--- config.mk ---
export PLATFORM = sky130hd
export DESIGN_NAME = apb_i2c_slave_if_flat
export DESIGN_NICKNAME = d
export VERILOG_FILES = /design/src/rtl/apb_i2c_pkg.sv /design/src/rtl/apb_i2c_slave_if_if.sv /design/src/rtl/apb_i2c_slave_if_sync_fifo.sv /design/src/rtl/apb_i2c_slave_if.sv /design/src/flat_wrapper.sv
export SDC_FILE = /design/constraint.sdc
export NUM_CORES = 1
export LEC_CHECK = 0
export ABC_AREA = 1
export CAP_MARGIN = 40
export CORE_MARGIN = 4
export CORE_UTILIZATION = 45
export CTS_CLUSTER_DIAMETER = 100
export DETAILED_ROUTE_END_ITERATION = 12
export HOLD_SLACK_MARGIN = 0.15
export PLACE_DENSITY = 0.67
export SYNTH_ARGS = -nofsm -noshare
export SYNTH_HDL_FRONTEND = slang
export SYNTH_SLANG_ARGS = --single-unit
export TNS_END_PERCENT = 1
--- constraint.sdc ---
create_clock -name clk -period 3.34 [get_ports clk]
set_input_delay 0.668 -clock clk [delete_from_list [all_inputs] [get_ports clk]]
set_output_delay 0.668 -clock clk [all_outputs]
set_load 0.01 [all_outputs]
--- src/rtl/apb_i2c_pkg.sv ---
// Shared register map, STATUS/CTRL bit positions and the APB state encoding
// for the APB-to-I2C-engine bridge.
package apb_i2c_pkg;

  localparam int REG_CTRL   = 32'h00;
  localparam int REG_SADDR  = 32'h01;
  localparam int REG_LEN    = 32'h02;
  localparam int REG_TXDATA = 32'h03;
  localparam int REG_RXDATA = 32'h04;
  localparam int REG_STATUS = 32'h05;
  localparam int REG_CMD    = 32'h06;
  localparam int REG_IRQEN  = 32'h07;

  localparam int CTRL_EN = 0;
  localparam int CTRL_RW = 1;

  localparam int ST_TXE  = 0;
  localparam int ST_TXF  = 1;
  localparam int ST_RXE  = 2;
  localparam int ST_RXF  = 3;
  localparam int ST_BUSY = 4;
  localparam int ST_OVF  = 5;
  localparam int ST_NACK = 6;

  typedef enum logic [1:0] {IDLE, SETUP, ACCESS} apb_state_t;

endpackage

--- src/rtl/apb_i2c_slave_if_if.sv ---
// APB completer-side bus bundle; the bridge uses the slave modport.
interface apb_i2c_slave_if_if #(
    parameter int ADDR_W = 8,
    parameter int DATA_W = 8
) ();
    logic              psel;
    logic              penable;
    logic              pwrite;
    logic [ADDR_W-1:0] paddr;
    logic [DATA_W-1:0] pwdata;
    logic [DATA_W-1:0] prdata;
    logic              pready;
    logic              pslverr;

    modport master (
        output psel, penable, pwrite, paddr, pwdata,
        input  prdata, pready, pslverr
    );

    modport slave (
        input  psel, penable, pwrite, paddr, pwdata,
        output prdata, pready, pslverr
    );
endinterface

--- src/rtl/apb_i2c_slave_if_sync_fifo.sv ---
// Synchronous FIFO with wrap-bit pointers. A push into a full FIFO is
// accepted when a pop happens in the same cycle.
module sync_fifo #(
    parameter int DATA_W = 8,
    parameter int FIFO_D = 4
) (
    input  logic                      clk,
    input  logic                      rst_n,
    input  logic                      push_i,
    input  logic                      pop_i,
    input  logic [DATA_W-1:0]         din_i,
    output logic [DATA_W-1:0]         dout_o,
    output logic                      full_o,
    output logic                      empty_o,
    output logic [$clog2(FIFO_D):0]   count_o
);
    localparam int AW = $clog2(FIFO_D);

    logic [DATA_W-1:0] mem_q [FIFO_D];
    logic [AW:0]       wptr_q, rptr_q;
    logic              do_push, do_pop;

    assign empty_o = (wptr_q == rptr_q);
    assign full_o  = (wptr_q[AW] != rptr_q[AW]) && (wptr_q[AW-1:0] == rptr_q[AW-1:0]);
    assign count_o = wptr_q - rptr_q;
    assign dout_o  = mem_q[rptr_q[AW-1:0]];
    assign do_pop  = pop_i && !empty_o;
    assign do_push = push_i && (!full_o || do_pop);

    always_ff @(posedge clk or negedge rst_n) begin
        if (!rst_n) begin
            wptr_q <= '0;
            rptr_q <= '0;
        end else begin
            if (do_push) wptr_q <= wptr_q + 1'b1;
            if (do_pop)  rptr_q <= rptr_q + 1'b1;
        end
    end

    always_ff @(posedge clk) begin
        if (do_push) mem_q[wptr_q[AW-1:0]] <= din_i;
    end
endmodule

--- src/rtl/apb_i2c_slave_if.sv ---
// APB register front-end for an I2C master engine: TX/RX byte FIFOs and a
// command handshake. Optional feature macro: I2C_IRQ_EN (irq_o + IRQEN reg).
module apb_i2c_slave_if
    import apb_i2c_pkg::*;
#(
    parameter int ADDR_W = 8,
    parameter int DATA_W = 8,
    parameter int FIFO_D = 4
) (
    input  logic              clk,
    input  logic              rst_n,
    apb_i2c_slave_if_if.slave apb,
    output logic              cmd_valid_o,
    input  logic              cmd_ready_i,
    output logic [6:0]        cmd_addr_o,
    output logic              cmd_rw_o,
    output logic [DATA_W-1:0] cmd_len_o,
    output logic              tx_valid_o,
    input  logic              tx_ready_i,
    output logic [DATA_W-1:0] tx_data_o,
    input  logic              rx_valid_i,
    input  logic [DATA_W-1:0] rx_data_i,
    input  logic              done_i,
`ifdef I2C_IRQ_EN
    input  logic              nack_i,
    output logic              irq_o
`else
    input  logic              nack_i
`endif
);
    localparam int CW = $clog2(FIFO_D) + 1;

    apb_state_t        state_q;
    logic              en_q, rw_q, busy_q, ovf_q, nack_q;
    logic [6:0]        saddr_q, cmd_addr_q;
    logic [DATA_W-1:0] len_q, cmd_len_q, prdata_q;
    logic              cmd_valid_q, cmd_rw_q, pready_q, pslverr_q;
`ifdef I2C_IRQ_EN
    logic [2:0]        irqen_q;
    logic              donef_q;
`endif

    logic [31:0]       off;
    logic              acc, wr, rd, go;
    logic [DATA_W-1:0] rdata_d;
    logic              err_d, go_ok;
    logic [7:0]        status;

    logic              tx_push, tx_full, tx_empty, tx_drop;
    logic              rx_pop, rx_full, rx_empty, rx_drop;
    logic [DATA_W-1:0] tx_dout, rx_dout;
    logic [CW-1:0]     tx_cnt, rx_cnt;
    logic              unused_cnt;

    // Register side effects happen on the SETUP->ACCESS edge.
    assign off = 32'(apb.paddr);
    assign acc = (state_q == SETUP) && apb.psel && apb.penable;
    assign wr  = acc && apb.pwrite;
    assign rd  = acc && !apb.pwrite;
    assign go  = acc && go_ok;

    assign tx_push = wr && (off == REG_TXDATA);
    assign tx_drop = tx_push && tx_full && !tx_ready_i;
    assign rx_pop  = rd && (off == REG_RXDATA);
    assign rx_drop = rx_valid_i && rx_full && !rx_pop;
    assign unused_cnt = ^{tx_cnt, rx_cnt};

    assign status = {1'b0, nack_q, ovf_q, busy_q, rx_full, rx_empty, tx_full, tx_empty};

    sync_fifo #(.DATA_W(DATA_W), .FIFO_D(FIFO_D)) u_tx_fifo (
        .clk(clk), .rst_n(rst_n), .push_i(tx_push), .pop_i(tx_ready_i),
        .din_i(apb.pwdata), .dout_o(tx_dout), .full_o(tx_full),
        .empty_o(tx_empty), .count_o(tx_cnt)
    );

    sync_fifo #(.DATA_W(DATA_W), .FIFO_D(FIFO_D)) u_rx_fifo (
        .clk(clk), .rst_n(rst_n), .push_i(rx_valid_i), .pop_i(rx_pop),
        .din_i(rx_data_i), .dout_o(rx_dout), .full_o(rx_full),
        .empty_o(rx_empty), .count_o(rx_cnt)
    );

    always_comb begin
        rdata_d = '0;
        err_d   = 1'b0;
        go_ok   = 1'b0;
        case (off)
            REG_CTRL:   rdata_d = DATA_W'({rw_q, en_q});
            REG_SADDR:  rdata_d = DATA_W'(saddr_q);
            REG_LEN:    rdata_d = len_q;
            REG_TXDATA: err_d = apb.pwrite && tx_full && !tx_ready_i;
            REG_RXDATA: begin
                if (!apb.pwrite) begin
                    if (rx_empty) err_d = 1'b1;
                    else          rdata_d = rx_dout;
                end
            end
            REG_STATUS: rdata_d = DATA_W'(status);
            REG_CMD: begin
                if (apb.pwrite && apb.pwdata[0]) begin
                    if (en_q && !busy_q) go_ok = 1'b1;
                    else                 err_d = 1'b1;
                end
            end
`ifdef I2C_IRQ_EN
            REG_IRQEN:  rdata_d = DATA_W'({donef_q, 1'b0, irqen_q});
`endif
            default:    err_d = 1'b1;
        endcase
    end

    always_ff @(posedge clk or negedge rst_n) begin
        if (!rst_n) begin
            state_q     <= IDLE;
            prdata_q    <= '0;
            pready_q    <= 1'b0;
            pslverr_q   <= 1'b0;
            en_q        <= 1'b0;
            rw_q        <= 1'b0;
            saddr_q     <= '0;
            len_q       <= '0;
            busy_q      <= 1'b0;
            ovf_q       <= 1'b0;
            nack_q      <= 1'b0;
            cmd_valid_q <= 1'b0;
            cmd_addr_q  <= '0;
            cmd_rw_q    <= 1'b0;
            cmd_len_q   <= '0;
`ifdef I2C_IRQ_EN
            irqen_q     <= '0;
            donef_q     <= 1'b0;
`endif
        end else begin
            pready_q  <= 1'b0;
            pslverr_q <= 1'b0;
            case (state_q)
                IDLE:   if (apb.psel && !apb.penable) state_q <= SETUP;
                SETUP: begin
                    if (!apb.psel) begin
                        state_q <= IDLE;
                    end else if (apb.penable) begin
                        state_q   <= ACCESS;
                        pready_q  <= 1'b1;
                        pslverr_q <= err_d;
                        prdata_q  <= apb.pwrite ? '0 : rdata_d;
                    end
                end
                default: state_q <= IDLE;
            endcase

            // W1C clears come first so a same-cycle set wins.
            if (wr) begin
                case (off)
                    REG_CTRL:   {rw_q, en_q} <= apb.pwdata[1:0];
                    REG_SADDR:  saddr_q <= apb.pwdata[6:0];
                    REG_LEN:    len_q   <= apb.pwdata;
                    REG_STATUS: begin
                        if (apb.pwdata[ST_OVF])  ovf_q  <= 1'b0;
                        if (apb.pwdata[ST_NACK]) nack_q <= 1'b0;
                    end
`ifdef I2C_IRQ_EN
                    REG_IRQEN: begin
                        irqen_q <= apb.pwdata[2:0];
                        if (apb.pwdata[4]) donef_q <= 1'b0;
                    end
`endif
                    default: ;
                endcase
            end

            if (cmd_valid_q && cmd_ready_i) cmd_valid_q <= 1'b0;
            if (done_i) begin
                busy_q      <= 1'b0;
                cmd_valid_q <= 1'b0;
                if (nack_i) nack_q <= 1'b1;
`ifdef I2C_IRQ_EN
                donef_q <= 1'b1;
`endif
            end
            if (go) begin
                cmd_valid_q <= 1'b1;
                busy_q      <= 1'b1;
                cmd_addr_q  <= saddr_q;
                cmd_rw_q    <= rw_q;
                cmd_len_q   <= len_q;
            end
            if (tx_drop || rx_drop) ovf_q <= 1'b1;
        end
    end

    assign apb.prdata  = prdata_q;
    assign apb.pready  = pready_q;
    assign apb.pslverr = pslverr_q;
    assign cmd_valid_o = cmd_valid_q;
    assign cmd_addr_o  = cmd_addr_q;
    assign cmd_rw_o    = cmd_rw_q;
    assign cmd_len_o   = cmd_len_q;
    assign tx_valid_o  = !tx_empty;
    assign tx_data_o   = tx_dout;
`ifdef I2C_IRQ_EN
    assign irq_o = (irqen_q[0] & donef_q) | (irqen_q[1] & ovf_q) | (irqen_q[2] & nack_q);
`endif
endmodule
--- src/flat_wrapper.sv ---
// flat-port wrapper written by rule: the top's interface ports become plain ports
module apb_i2c_slave_if_flat import apb_i2c_pkg::*;
#(
    parameter int ADDR_W = 8,
    parameter int DATA_W = 8,
    parameter int FIFO_D = 4
)
  (clk, rst_n, cmd_valid_o, cmd_ready_i, cmd_addr_o, cmd_rw_o, cmd_len_o, tx_valid_o, tx_ready_i, tx_data_o, rx_valid_i, rx_data_i, done_i, nack_i, apb_psel, apb_penable, apb_pwrite, apb_paddr, apb_pwdata, apb_prdata, apb_pready, apb_pslverr);
  apb_i2c_slave_if_if #(.ADDR_W(ADDR_W), .DATA_W(DATA_W)) apb_i ();
  input  logic clk;
  input  logic rst_n;
  output logic cmd_valid_o;
  input  logic cmd_ready_i;
  output logic [6:0] cmd_addr_o;
  output logic cmd_rw_o;
  output logic [DATA_W-1:0] cmd_len_o;
  output logic tx_valid_o;
  input  logic tx_ready_i;
  output logic [DATA_W-1:0] tx_data_o;
  input  logic rx_valid_i;
  input  logic [DATA_W-1:0] rx_data_i;
  input  logic done_i;
  input  logic nack_i;
  input wire logic [$bits(apb_i.psel)-1:0] apb_psel;
  input wire logic [$bits(apb_i.penable)-1:0] apb_penable;
  input wire logic [$bits(apb_i.pwrite)-1:0] apb_pwrite;
  input wire logic [$bits(apb_i.paddr)-1:0] apb_paddr;
  input wire logic [$bits(apb_i.pwdata)-1:0] apb_pwdata;
  output wire logic [$bits(apb_i.prdata)-1:0] apb_prdata;
  output wire logic [$bits(apb_i.pready)-1:0] apb_pready;
  output wire logic [$bits(apb_i.pslverr)-1:0] apb_pslverr;
  assign apb_i.psel = apb_psel;
  assign apb_i.penable = apb_penable;
  assign apb_i.pwrite = apb_pwrite;
  assign apb_i.paddr = apb_paddr;
  assign apb_i.pwdata = apb_pwdata;
  assign apb_prdata = apb_i.prdata;
  assign apb_pready = apb_i.pready;
  assign apb_pslverr = apb_i.pslverr;
  apb_i2c_slave_if #(.ADDR_W(ADDR_W), .DATA_W(DATA_W), .FIFO_D(FIFO_D)) u_core (.clk(clk), .rst_n(rst_n), .apb(apb_i), .cmd_valid_o(cmd_valid_o), .cmd_ready_i(cmd_ready_i), .cmd_addr_o(cmd_addr_o), .cmd_rw_o(cmd_rw_o), .cmd_len_o(cmd_len_o), .tx_valid_o(tx_valid_o), .tx_ready_i(tx_ready_i), .tx_data_o(tx_data_o), .rx_valid_i(rx_valid_i), .rx_data_i(rx_data_i), .done_i(done_i), .nack_i(nack_i));
endmodule
==> results of run 1 <==
## sequential cells by signal (all words and copies together) (netlist names)
register and flops:
u_core.apb.prdata 8, u_core.apb.pready 1, u_core.apb.pslverr 1, u_core.busy_q 1, u_core.cmd_addr_o 7, u_core.cmd_len_o 8
u_core.cmd_rw_o 1, u_core.cmd_valid_o 1, u_core.en_q 1, u_core.len_q 8, u_core.nack_q 1, u_core.ovf_q 1
u_core.rw_q 1, u_core.saddr_q 7, u_core.state_q 2, u_core.u_rx_fifo.mem_q 32, u_core.u_rx_fifo.rptr_q 3, u_core.u_rx_fifo.wptr_q 3
u_core.u_tx_fifo.mem_q 32, u_core.u_tx_fifo.rptr_q 3, u_core.u_tx_fifo.wptr_q 3
## final cells by class
class,instances,share of cell area
Sequential cell,125,0.488
Multi-Input combinational cell,357,0.261
Timing Repair Buffer,76,0.104
Clock buffer,22,0.0628
Inverter,68,0.0370
Tap cell,168,0.0297
Clock inverter,9,0.0170
## power by group through the flow
stage | Clock, mW | Sequential [mW] | Combinational, mW
final | 1.78 | 1.84 | 0.809
after global routing | 1.90 | 1.86 | 0.900
after CTS | 1.81 | 1.84 | 0.819
after detailed placement | 0 | 1.87 | 0.808
after global placement | 0 | 1.87 | 0.788
after floorplan | 0 | 1.83 | 0.502
## worst reg2reg max path, stage by stage, from the launching register on
cell and delay [ps]:
dfrtp_1 700, xnor2_1 200, nand3_1 170, inv_1 80, nand2_2 90, nand2_4 90
nor2_1 520
## per-stage QoR
step,worst slack [ps],power [mW],area [um2],hold WS [ps],cells
6_report,541,4.43,7070,264,825
2_1_floorplan,1210,2.33,5680,372,565
3_3_place_gp,544,2.65,6500,473,794
4_1_cts,519,4.47,7070,276,825
3_5_place_dp,426,2.68,6500,470,794
5_1_grt,379,4.65,7070,305,825
## kinds of logic (layout without fill, tap and decap cells)
| logic type | Yosys count | in the layout |
|---|---|---|
| compound gates | 94 | 94 |
| xor+xnor | 9 | 9 |
| fa+ha+maj | 10 | 10 |
| buf+inv | 83 | 175 |
| flops | 125 | 125 |
| simple gates | 244 | 244 |
## layout by cell type (no fill, tap or decap), types with 3 or more instances in the layout
cell and n:
bufinv_16 3, inv_1 62, o22ai_1 14, o21ai_1 26
clkdlybuf4s50_1 68, nand2_4 4, clkbuf_1 5, nand2_2 4
nand2_1 128, xnor2_1 6, nor2_4 3, o21ai_0 45
clkbuf_16 17, nand4_1 3, dfrtp_1 61, xor2_1 3
nor2_2 5, ha_1 10, inv_2 4, nand3_4 3
o21ai_2 8, clkinv_2 4, nand3_1 23, nor2_1 66
buf_4 7, edfxtp_1 64
## synthesized netlist by cell type
cell type	n
nor2_4	3
nand2_4	4
nor3_4	2
buf_6	5
nor2_1	66
nor2_2	5
clkbuf_1	2
o21ai_0	45
edfxtp_1	64
clkinv_2	1
nand2_2	4
nand3_2	2
nand2_1	128
buf_2	4
o21ai_1	26
ha_1	10
nand3_1	23
dfrtp_1	61
buf_12	1
nand4_1	3
inv_6	1
buf_4	3
inv_1	62
o21ai_2	8
nand4_4	1
a21oi_1	1
inv_2	4
xnor2_1	6
xor2_1	3
nand3_4	3
o22ai_1	14
## layer usage
metal | vias to the layer above | GRT usage
met2 | 104 | 0.304
met4 | 0 | 0.0517
met3 | 12 | 0.0655
met1 | 1979 | 0.239
met5 | - | 0
li1 | 2031 | -
## worst min path at each step
stage / start / endpoint / slack, ps / depth (start not counted)
floorplan: rst_n / u_core.apb.prdata[0] / 370 / 0
global placement: u_core.cmd_valid_o / u_core.cmd_valid_o / 470 / 2
detailed placement: u_core.cmd_valid_o / u_core.cmd_valid_o / 470 / 2
CTS: rst_n / u_core.cmd_addr_o[0] / 280 / 1
global route: rst_n / u_core.cmd_rw_o / 300 / 1
finish: rst_n / u_core.cmd_addr_o[0] / 260 / 1
==> reports/results.ini, run 1 <==
[route]
drc = 0
wl_per_cell_um = 15.3
dr.max_layer_used = met4
wl_met3_um = 685
vias = 4126
met2WireLength_mm = 6.09
wl_mm = 12.6
vias_per_cell = 5.00
drt_iter0_drc = 296
met1Wirelength_mm = 5.64
ant_nets = 0
firstDrtPassIters = 6

[pwr]
internal_power_mw = 3.26
powerDensity_nw_per_um2 = 627
switching_share = 0.266
combPwrFrac = 0.182
ir_worst_vdd_uv = 654
leakage_nw = 2.97
p_sw_mw = 1.18
seq_power_share = 0.416
power_frac_clock = 0.401

[synth]
synthAdderAreaFrac = 0.0220
synth_largest_area_cell = edfxtp_1
avgSynthCellArea_um2 = 10.1
synth_area_leaders = edfxtp_1, dfrtp_1, nand2_1, nor2_1, inv_1
syn_area_um2 = 5680
yosys.area_share.simple = 0.198
syn_nets = 609
synth.top_cell.area_share = 0.338
synth_top_family_by_area = simple AND/OR/NAND/NOR gates
netlist_instances = 565
synthDistinctLibCells = 31
synth_seq_cells = 125
synth_warnings = 0
synth_compound_area_frac = 0.0912
synthMuxAreaShare = 0
yosys.area_share.xor_xnor = 0.0139
ys_seq_area_frac = 0.607

[critical_path]
cp-endpoint = tx_data_o[5]
cp_max_fo = 17
reg2reg_setup_slack_ps = 1130
critical_path.startpoint = u_core.u_tx_fifo.rptr_q[0]
slowest_stage = clkdlybuf4s50_1
required_ps = 2670
path_cells = inv_1, o21ai_0, o22ai_1, clkdlybuf4s50_1
worst-setup-path-type = register to primary output
critPathArrivalTime_ps = 2130
reg2regPathDepth = 6
crit_family = buffers and inverters
critPathMaxStageDelay_ps = 560
r2r-start = u_core.u_rx_fifo.rptr_q[0]
cp.depth = 4
crit_buf_inv = 2
cp-start-kind = register
r2r-end = u_core.u_rx_fifo.mem_q[1][7]
end_kind = primary output

[floorplan]
die-width_um = 120
io_pins = 70
start_util = 0.467
rows = 40
die_y_um = 120
die-area_um2 = 14500
design.core.area_um2 = 12200

[clocking]
cts_tree = done
clkSinkCount = 125
clk_latency_ps = 420
holdBufCountCts = 0
cts_root_buf = clkbuf_16
cts_max_level = 4
max-clock-path-buffers = 2
numCtsBuffers = 17
ctsResizeCount = 0
cts.clk_slew.worst_paths_ps = 50
cts_setup_buffers = 0

[run_status]
status = finished clean

[timing]
slew_headroom = 0.561
final.min_clock_period_ps = 2800
rsz0062_at_grt = false
skew_ps = 12.0
drv_slew = 0
finalCritPeriodShare = 0.838
max_freq_mhz = 357
setup_viol = 0
fin_setup_tns_ps = 0
tightest_slew_ps = 656
final_hold_viol_count = 0

[cells_and_area]
ff_latch_area_um2 = 3450
fin_util = 0.581
drive_gt1_frac = 0.107
fill_cells = 1040
n_antenna_cell = 0
syn_to_final_growth_pct = 24.4
multi_input_area_um2 = 1850
final_nets = 689

[global_route]
grt_usage = 0.187
grt_max_degree = 33
grt_pass1_vias = 4110
grt_pass1_wl_mm = 20.9
gr-total-overflow = 0
grt_antenna_before_repair = 0

[placed_design]
place_congestion = 0.852
dp_hpwl_mm = 9.07
io_buffers = 69

[worst_hold_path]
hp-class = input pin to async pin

[run]
drv_cap = 0

(Power assumes the default switching activity.)
==> inputs of run 2 (changes only) <==
PLACE_DENSITY = 0.69   (was 0.67)
clock period = 2.4 ns   (was 3.34 ns; I/O delays follow)
==> run 2 against run 1 <==
Against the previous run: the run now ends with setup timing left; clock skew decreased by 5.9 ps; final cell count increased by 2.1%; combinational power increased by 53%; final area increased by 3.1%; worst setup slack got worse by 610 ps; hold slack improved by 220 ps; register-to-register slack got worse by 730 ps; critical endpoint is now tx_valid_o.
==> reports/results.ini, run 2 (same netlist as run 1, synthesis figures left out) <==
[critical_path]
r2r-end = u_core.u_rx_fifo.mem_q[2][4]  ; was u_core.u_rx_fifo.mem_q[1][7]
path_cells = xnor2_1, nand2_1, nor2_4, inv_1, clkdlybuf4s50_1  ; was inv_1, o21ai_0, o22ai_1, clkdlybuf4s50_1
reg2regPathDepth = 7  ; was 6
cp-endpoint = tx_valid_o  ; was tx_data_o[5]
required_ps = 1920  ; was 2670 ps
reg2reg_setup_slack_ps = 400  ; was 1130 ps
end_kind = primary output  ; unchanged
critPathMaxStageDelay_ps = 500  ; was 560 ps
cp-start-kind = register  ; unchanged
crit_buf_inv = 2  ; unchanged
slowest_stage = dfrtp_2  ; was clkdlybuf4s50_1
critPathArrivalTime_ps = 1990  ; was 2130 ps
r2r-start = u_core.u_rx_fifo.rptr_q[0]  ; unchanged
cp_max_fo = 6  ; was 17
critical_path.startpoint = u_core.u_tx_fifo.rptr_q[0]  ; unchanged
crit_family = buffers and inverters  ; unchanged
cp.depth = 5  ; was 4
worst-setup-path-type = register to primary output  ; unchanged

[clocking]
cts.clk_slew.worst_paths_ps = 60  ; was 50 ps
cts_max_level = 4  ; unchanged
cts_tree = done  ; unchanged
numCtsBuffers = 17  ; unchanged
clk_latency_ps = 420  ; about the same
max-clock-path-buffers = 2  ; unchanged
clkSinkCount = 125  ; unchanged
cts_root_buf = clkbuf_16  ; unchanged

[floorplan]
start_util = 0.467  ; unchanged
die-area_um2 = 14500  ; unchanged
rows = 40  ; unchanged
die-width_um = 120  ; unchanged
design.core.area_um2 = 12200  ; unchanged
io_pins = 70  ; unchanged
die_y_um = 120  ; unchanged

[placed_design]
placed_area_um2 = 6590  ; was 6500 um2
io_buffers = 69  ; unchanged
place_congestion = 0.878  ; was 0.852
dp_slack_ps = 35.2  ; was 426 ps
dp_hpwl_mm = 9.57  ; was 9.07 mm
dp_cells = 805  ; was 794

[route]
vias_per_cell = 4.98  ; was 5.00
wl_mm = 13.3  ; was 12.6 mm
vias = 4192  ; was 4126
firstDrtPassIters = 5  ; was 6
wl_per_cell_um = 15.8  ; was 15.3 um
drc = 0  ; unchanged
drt_iter0_drc = 313  ; was 296
ant_nets = 0  ; unchanged

[global_route]
grt_antenna_before_repair = 0  ; unchanged
grt_usage = 0.196  ; was 0.187
grt_pass1_vias = 4337  ; was 4110
gr-total-overflow = 0  ; unchanged
grt_max_degree = 33  ; unchanged
grt_pass1_wl_mm = 21.6  ; was 20.9 mm

[cells_and_area]
syn_to_final_growth_pct = 28.3  ; was 24.4%
mostFrequentLayoutCells = nand2_1, nor2_1, edfxtp_1, clkdlybuf4s50_1, inv_1  ; was nand2_1, clkdlybuf4s50_1, nor2_1, edfxtp_1, inv_1
fin_util = 0.599  ; was 0.581
stdcell_count = 842  ; was 825
fin_area_um2 = 7290  ; was 7070 um2
final_nets = 705  ; was 689
mostFrequentLayoutCell = nand2_1  ; unchanged
drive_gt1_frac = 0.144  ; was 0.107
n_antenna_cell = 0  ; unchanged

[run_status]
violations = setup timing
status = finished, violations left  ; was finished clean

[timing]
slew_headroom = 0.571  ; was 0.561
drv_slew = 0  ; unchanged
setup_viol = 4  ; was 0
final_hold_viol_count = 0  ; unchanged
finalCritPeriodShare = 1.03
final.min_clock_period_ps = 2470
setup_ws_ps = -70.2  ; was 541 ps
skew_ps = 6.07  ; was 12.0 ps
rsz0062_at_grt = true  ; was false
max_freq_mhz = 405
tightest_slew_ps = 643  ; was 656 ps

[pwr]
powerDensity_nw_per_um2 = 881  ; was 627 nW/um2
leakage_nw = 3.12  ; was 2.97 nW
ir_worst_vdd_uv = 559  ; was 654 uV

[worst_hold_path]
hp-class = register to register  ; was input pin to async pin

[run]
drv_cap = 0  ; unchanged

==> run 2: worst register-to-register path: stages, from the launching register on <==
cell,delay (ps)
dfrtp_1,750
xnor2_1,190
nand3_1,170
inv_1,80
nand2_2,90
nand2_4,100
nor2_1,140
buf_4,190
==> run 2: through the flow <==
step,TNS (ps),hold slack [ps],power [mW]
6_report,-228,485,6.42
5_1_grt,-562,514,6.73
4_1_cts,-452,492,6.44
3_5_place_dp,0,478,3.77
3_3_place_gp,0,471,3.73
2_1_floorplan,0,184,3.24
==> run 2: per-layer routing <==
metal	global-route usage	wire length (um)
met1	0.238	5780
met2	0.328	6460
met3	0.0500	682
met4	0.0892	357
met5	0	0
==> run 2: layout make-up <==
type	count	area [um2]
Fill cell	1021	4870
Clock buffer	23	564
Multi-Input combinational cell	357	1850
Timing Repair inverter	2	12.5
Clock inverter	9	63.8
Timing Repair Buffer	90	866
Sequential cell	125	3450
Tap cell	168	210
Inverter	68	268
==> run 2: repair_timing <==
item,4_1_cts,5_1_grt
endpoints found under the hold margin,19,0
endpoints found under the setup margin,9,9
resized for setup,5,9
buffers inserted,2,0
hold buffers,1,0
gates cloned,0,2
==> run 2: worst min-delay path by stage <==
| stage | start | end | slack (ps) | depth (start not counted) |
|---|---|---|---|---|
| 6_report | u_core.cmd_addr_o[0] | u_core.cmd_addr_o[0] | 480 | 2 |
| 5_1_grt | u_core.len_q[1] | u_core.len_q[1] | 510 | 2 |
| 4_1_cts | u_core.len_q[2] | u_core.len_q[2] | 490 | 2 |
| 3_5_place_dp | u_core.len_q[2] | u_core.len_q[2] | 480 | 2 |
| 3_3_place_gp | u_core.len_q[2] | u_core.len_q[2] | 470 | 2 |
| 2_1_floorplan | rst_n | u_core.apb.prdata[0] | 180 | 0 |
==> run 2: power breakdown <==
part	switching [mW]	total, mW	leakage (nW)	internal [mW]
logic	0.711	1.24	1.42	0.527
clock network	0.950	2.61	0.308	1.66
registers	0.129	2.57	1.40	2.44
total	1.79	6.42	3.12	4.63
